### src/rtl/program_sequencer_if.sv
// Sequencer-side bundle: control inputs, instruction ROM port and decoder/datapath outputs.
// master = the sequencer, slave = the surrounding ROM/datapath/controller.
interface program_sequencer_if #(
  parameter int unsigned ADDR_W = 8
);
  logic              start;
  logic              stall;
  logic [ADDR_W-1:0] im_addr;
  logic [12:0]       im_data;
  logic [4:0]        opcode;
  logic [7:0]        literal;
  logic [ADDR_W-1:0] pc;
  logic              busy;
  logic              done;

  modport master (
    input  start, stall, im_data,
    output im_addr, opcode, literal, pc, busy, done
  );

  modport slave (
    output start, stall, im_data,
    input  im_addr, opcode, literal, pc, busy, done
  );
endinterface

### src/rtl/program_sequencer.sv
// Fetch/load/exec sequencer: walks a synchronous ROM from address 0, one opcode per un-stalled EXEC
// cycle (3 cycles/instruction), ends on HALT or at the last address; stall holds EXEC with opcode=NOP.
module program_sequencer #(
  parameter int unsigned ADDR_W  = 8,
  parameter logic [4:0]  HALT_OP = 5'b11111,
  parameter logic [4:0]  NOP_OP  = 5'b11111
) (
  input logic                 clk,
  input logic                 rst,
  program_sequencer_if.master bus
);

  typedef enum logic [2:0] {
    S_IDLE,
    S_FETCH,
    S_LOAD,
    S_EXEC,
    S_DONE
  } state_e;

  localparam logic [ADDR_W-1:0] PC_MAX = '1;
  localparam logic [ADDR_W-1:0] PC_ONE = ADDR_W'(1);

  state_e            state_q, state_d;
  logic [ADDR_W-1:0] pc_q, pc_d;
  logic [12:0]       ir_q, ir_d;

  always_ff @(posedge clk) begin
    if (rst) begin
      state_q <= S_IDLE;
      pc_q    <= '0;
      ir_q    <= '0;
    end else begin
      state_q <= state_d;
      pc_q    <= pc_d;
      ir_q    <= ir_d;
    end
  end

  always_comb begin
    state_d = state_q;
    pc_d    = pc_q;
    ir_d    = ir_q;
    case (state_q)
      S_IDLE: begin
        if (bus.start) begin
          pc_d    = '0;
          state_d = S_FETCH;
        end
      end
      S_FETCH: state_d = S_LOAD;
      S_LOAD: begin
        ir_d    = bus.im_data;
        // HALT is retired straight from LOAD, never presented to the decoder
        state_d = (bus.im_data[12:8] == HALT_OP) ? S_DONE : S_EXEC;
      end
      S_EXEC: begin
        if (!bus.stall) begin
          if (pc_q == PC_MAX) begin
            state_d = S_DONE;
          end else begin
            pc_d    = pc_q + PC_ONE;
            state_d = S_FETCH;
          end
        end
      end
      S_DONE:  state_d = S_IDLE;
      default: state_d = S_IDLE;
    endcase
  end

  always_comb begin
    bus.opcode  = NOP_OP;
    bus.literal = '0;
    bus.busy    = 1'b0;
    bus.done    = 1'b0;
    case (state_q)
      S_FETCH, S_LOAD: bus.busy = 1'b1;
      S_EXEC: begin
        bus.busy    = 1'b1;
        bus.literal = ir_q[7:0];
        bus.opcode  = bus.stall ? NOP_OP : ir_q[12:8];
      end
      S_DONE:  bus.done = 1'b1;
      default: ;
    endcase
  end

  assign bus.im_addr = pc_q;
  assign bus.pc      = pc_q;

endmodule

### src/flat_wrapper.sv
// flat-port wrapper written by rule: the top's interface ports become plain ports
module program_sequencer_flat 
#(
  parameter int unsigned ADDR_W  = 8,
  parameter logic [4:0]  HALT_OP = 5'b11111,
  parameter logic [4:0]  NOP_OP  = 5'b11111
)
  (clk, rst, bus_start, bus_stall, bus_im_data, bus_im_addr, bus_opcode, bus_literal, bus_pc, bus_busy, bus_done);
  program_sequencer_if #(.ADDR_W(ADDR_W)) bus_i ();
  input logic clk;
  input logic rst;
  input wire logic [$bits(bus_i.start)-1:0] bus_start;
  input wire logic [$bits(bus_i.stall)-1:0] bus_stall;
  input wire logic [$bits(bus_i.im_data)-1:0] bus_im_data;
  output wire logic [$bits(bus_i.im_addr)-1:0] bus_im_addr;
  output wire logic [$bits(bus_i.opcode)-1:0] bus_opcode;
  output wire logic [$bits(bus_i.literal)-1:0] bus_literal;
  output wire logic [$bits(bus_i.pc)-1:0] bus_pc;
  output wire logic [$bits(bus_i.busy)-1:0] bus_busy;
  output wire logic [$bits(bus_i.done)-1:0] bus_done;
  assign bus_i.start = bus_start;
  assign bus_i.stall = bus_stall;
  assign bus_i.im_data = bus_im_data;
  assign bus_im_addr = bus_i.im_addr;
  assign bus_opcode = bus_i.opcode;
  assign bus_literal = bus_i.literal;
  assign bus_pc = bus_i.pc;
  assign bus_busy = bus_i.busy;
  assign bus_done = bus_i.done;
  program_sequencer #(.ADDR_W(ADDR_W), .HALT_OP(HALT_OP), .NOP_OP(NOP_OP)) u_core (.clk(clk), .rst(rst), .bus(bus_i));
endmodule
### config.mk
export PLATFORM = sky130hd
export DESIGN_NAME = program_sequencer_flat
export DESIGN_NICKNAME = d
export VERILOG_FILES = /design/src/rtl/program_sequencer_if.sv /design/src/rtl/program_sequencer.sv /design/src/flat_wrapper.sv
export SDC_FILE = /design/constraint.sdc
export NUM_CORES = 1
export LEC_CHECK = 0
export BUFFER_PORTS_ARGS = -buffer_cell sky130_fd_sc_hd__buf_2
export CAP_MARGIN = 20
export CORE_UTILIZATION = 35
export CTS_CLUSTER_DIAMETER = 120
export DETAILED_ROUTE_END_ITERATION = 10
export HOLD_SLACK_MARGIN = 0.1
export PLACE_DENSITY = 0.71
export SYNTH_ARGS = -nofsm -noshare
export SYNTH_HDL_FRONTEND = slang
export SYNTH_SLANG_ARGS = --single-unit
### constraint.sdc
create_clock -name clk -period 1.7 [get_ports clk]
set_clock_uncertainty 0.1 [all_clocks]
set_input_delay 0.51 -clock clk [delete_from_list [all_inputs] [get_ports clk]]
set_output_delay 0.51 -clock clk [all_outputs]
set_load 0.01 [all_outputs]
==> reports/metrics.cfg <==
[hold_path]
hp-class = flip-flop to flip-flop
whs_path_depth = 2
hold_start = u_core.ir_q[7]
whs_endpoint = u_core.ir_q[7]

[timing]
fin_ws_ps = -253.7
hold_viol_final = 0
fin_setup_tns_ps = -2857
holdWs_ps = 359.6
clock.fmax_mhz = 511.8
fin_crit_ps = 1954
rsz0062_at_grt = true
relSlewSlack_pct = 65.75
final_max_slew_viol_count = 0
finalCritPeriodShare_pct = 114.9
finalSetupViolations = 15
worst_pin_slew_ps = 507.4

[setup_path]
reg2reg_from = u_core.state_q[2]
crit_start = u_core.state_q[2]
required_ps = 1090
r2r_end = u_core.bus.im_addr[3]
path_class = flip-flop to primary output
end_kind = primary output
rrSetupSlack_ps = -10
crit_path_start_kind = flip-flop
cp.arrival_ps = 1340
reg2regPathDepth = 7
path_max_fanout = 6

[global_route]
grt_pass1_vias = 1202
gr-total-overflow = 0
antenna_found_initial = 0
grt_max_degree = 15
grt_first_pass_wirelength_mm = 5.340
track_usage_pct = 16.77

[drt]
ant_nets = 0
route.detailed.drc = 0
vias = 1356
drt_first_pass_iters = 4
routed_wirelength_mm = 3.475
viasPerCell = 5.117
drt_iter0_markers = 51
wl_per_cell_um = 13.11

[synth]
avgSynthCellArea_um2 = 7.816
synth.distinct_cells = 38
seq_area_frac_synth_pct = 37.03
synth_area_um2 = 1297
synth_seq_cells = 24
synth-main-ff-cell = dfxtp_1
ys_async_sr_fraction_pct = 0
synth_edf_count = 0
netlist_instances = 166
synth_nets = 184
ys.warnings.count = 0

[cts]
htree_levels = 1
cts_sinks = 24
cts_root_buf = clkbuf_8
numCtsBuffers = 3
cts_tree = done
ctsLongestPathBuffers = 2
clock_latency_ps = 270
path_clk_slew_ps = 90

[pwr]
cellPowerDensity_nw_per_um2 = 774.6
total_power_mw = 1.435
vdd_drop_max_mv = 0.5055
netSwitchingPower_mw = 0.3915
p_leak_nw = 0.7778
p_int_mw = 1.044
clkPwrFrac_pct = 35.5
share_comb_of_total_power_pct = 21.2
p_sw_share_pct = 27.28
power_frac_seq_pct = 43.2

[finish]
drive_above_1_share_pct = 45.21
num_antenna_cells = 0
postLayoutCoreUtil_pct = 53.84
final_design_area_no_fill_um2 = 1853
fillers = 341
fin_nets = 238
syn2layout_area_growth_pct = 42.82
fin_cells = 265

[place]
dpl_cell_area_um2 = 1598
pre_cts_slack_ps = -61.49
dpl.cell_count = 257
gp_congestion = 0.7950
post-dp-hpwl_mm = 2.320
portBuffers = 47

[floorplan]
fp.dieW_um = 62.89
initial_core_util_pct = 37.70
core_region_area_um2 = 3442
fp-row-count = 21
floorplan.die_area_um2 = 3955
io_pins = 48
die_y_um = 62.89

[run]
max_cap_violations = 0

[outcome]
violations = setup timing
status = finished with violations

==> worst max-delay path by stage <==
stage,endpoint
after floorplan,bus_opcode[0]
after global placement,bus_opcode[4]
after detailed placement,bus_opcode[4]
after CTS,bus_opcode[4]
after global routing,bus_opcode[2]
final,bus_opcode[4]
==> cell families after synthesis <==
family / Yosys count / share of synthesized area (%)
flip-flops: 24 / 37.03
multiplexers: 1 / 0.7715
AO/OA/AOI/OAI: 38 / 18.13
buffers and inverters: 22 / 10.12
AND/OR/NAND/NOR: 80 / 32.98
adder cells (fa/ha/maj): 1 / 0.9642
==> state kept, by name, summed over array words and instances, names as in the netlist <==
signal and flops:
u_core.ir_q 13, u_core.bus.im_addr 8, u_core.state_q 3
==> layout make-up <==
class / count / area [um^2] / area share, %
multi-input combinational: 121 / 777.0 / 41.93
sequential: 24 / 489.2 / 26.40
timing repair buffer: 67 / 446.7 / 24.11
clock inverter: 1 / 30.03 / 1.621
tap: 46 / 57.56 / 3.106
clock buffer: 3 / 41.29 / 2.228
inverter: 3 / 11.26 / 0.6077
==> synthesized netlist by cell type (3+ instances only) <==
cell       n  area (um^2)
a21oi_1   18        90.09
and2_1     8        50.05
buf_2      3        15.01
buf_4     10        75.07
clkbuf_1   5        18.77
dfxtp_1   24        480.5
inv_1      3        11.26
nand2_1   32        120.1
nand3_1    6        30.03
nor2_1     8        30.03
nor3_1     3        15.01
o21ai_0    5        25.02
o311ai_1   3        26.28
o31ai_1    3        22.52
or3_1      5        31.28
==> placed cells by master (no fill, tap or decap), types with 3 or more instances in the layout <==
| master | n |
|---|---|
| buf_2 | 39 |
| nand2_1 | 32 |
| dfxtp_1 | 21 |
| a21oi_1 | 18 |
| buf_4 | 17 |
| buf_6 | 11 |
| and2_4 | 8 |
| nor2_1 | 6 |
| or3_1 | 5 |
| nand3_1 | 5 |
| o21ai_0 | 5 |
| clkbuf_8 | 3 |
==> what timing repair did <==
action,4_1_cts,5_1_grt
gates cloned,1,0
pin swaps,6,12
resized for setup,10,29
hold buffers,0,0
endpoints found under the setup margin,15,23
buffers inserted,2,4
==> routing by layer <==
metal	track usage [%]	routed length [um]
met2	28.63	1755
met5	0	0
met1	21.79	1550
met3	3.467	158
met4	2.616	10
==> critical path, stage by stage (launching register included) <==
cell	delay, ps
dfxtp_2	330
nand3b_1	250
or3_1	350
buf_2	150
==> power groups by stage <==
stage / clock (mW) / sequential (mW) / combinational [mW]
finish: 0.510 / 0.620 / 0.305
global route: 0.552 / 0.624 / 0.339
CTS: 0.517 / 0.618 / 0.274
detailed placement: 0 / 0.627 / 0.257
global placement: 0 / 0.626 / 0.255
floorplan: 0 / 0.624 / 0.173
(Power assumes the default switching activity.)
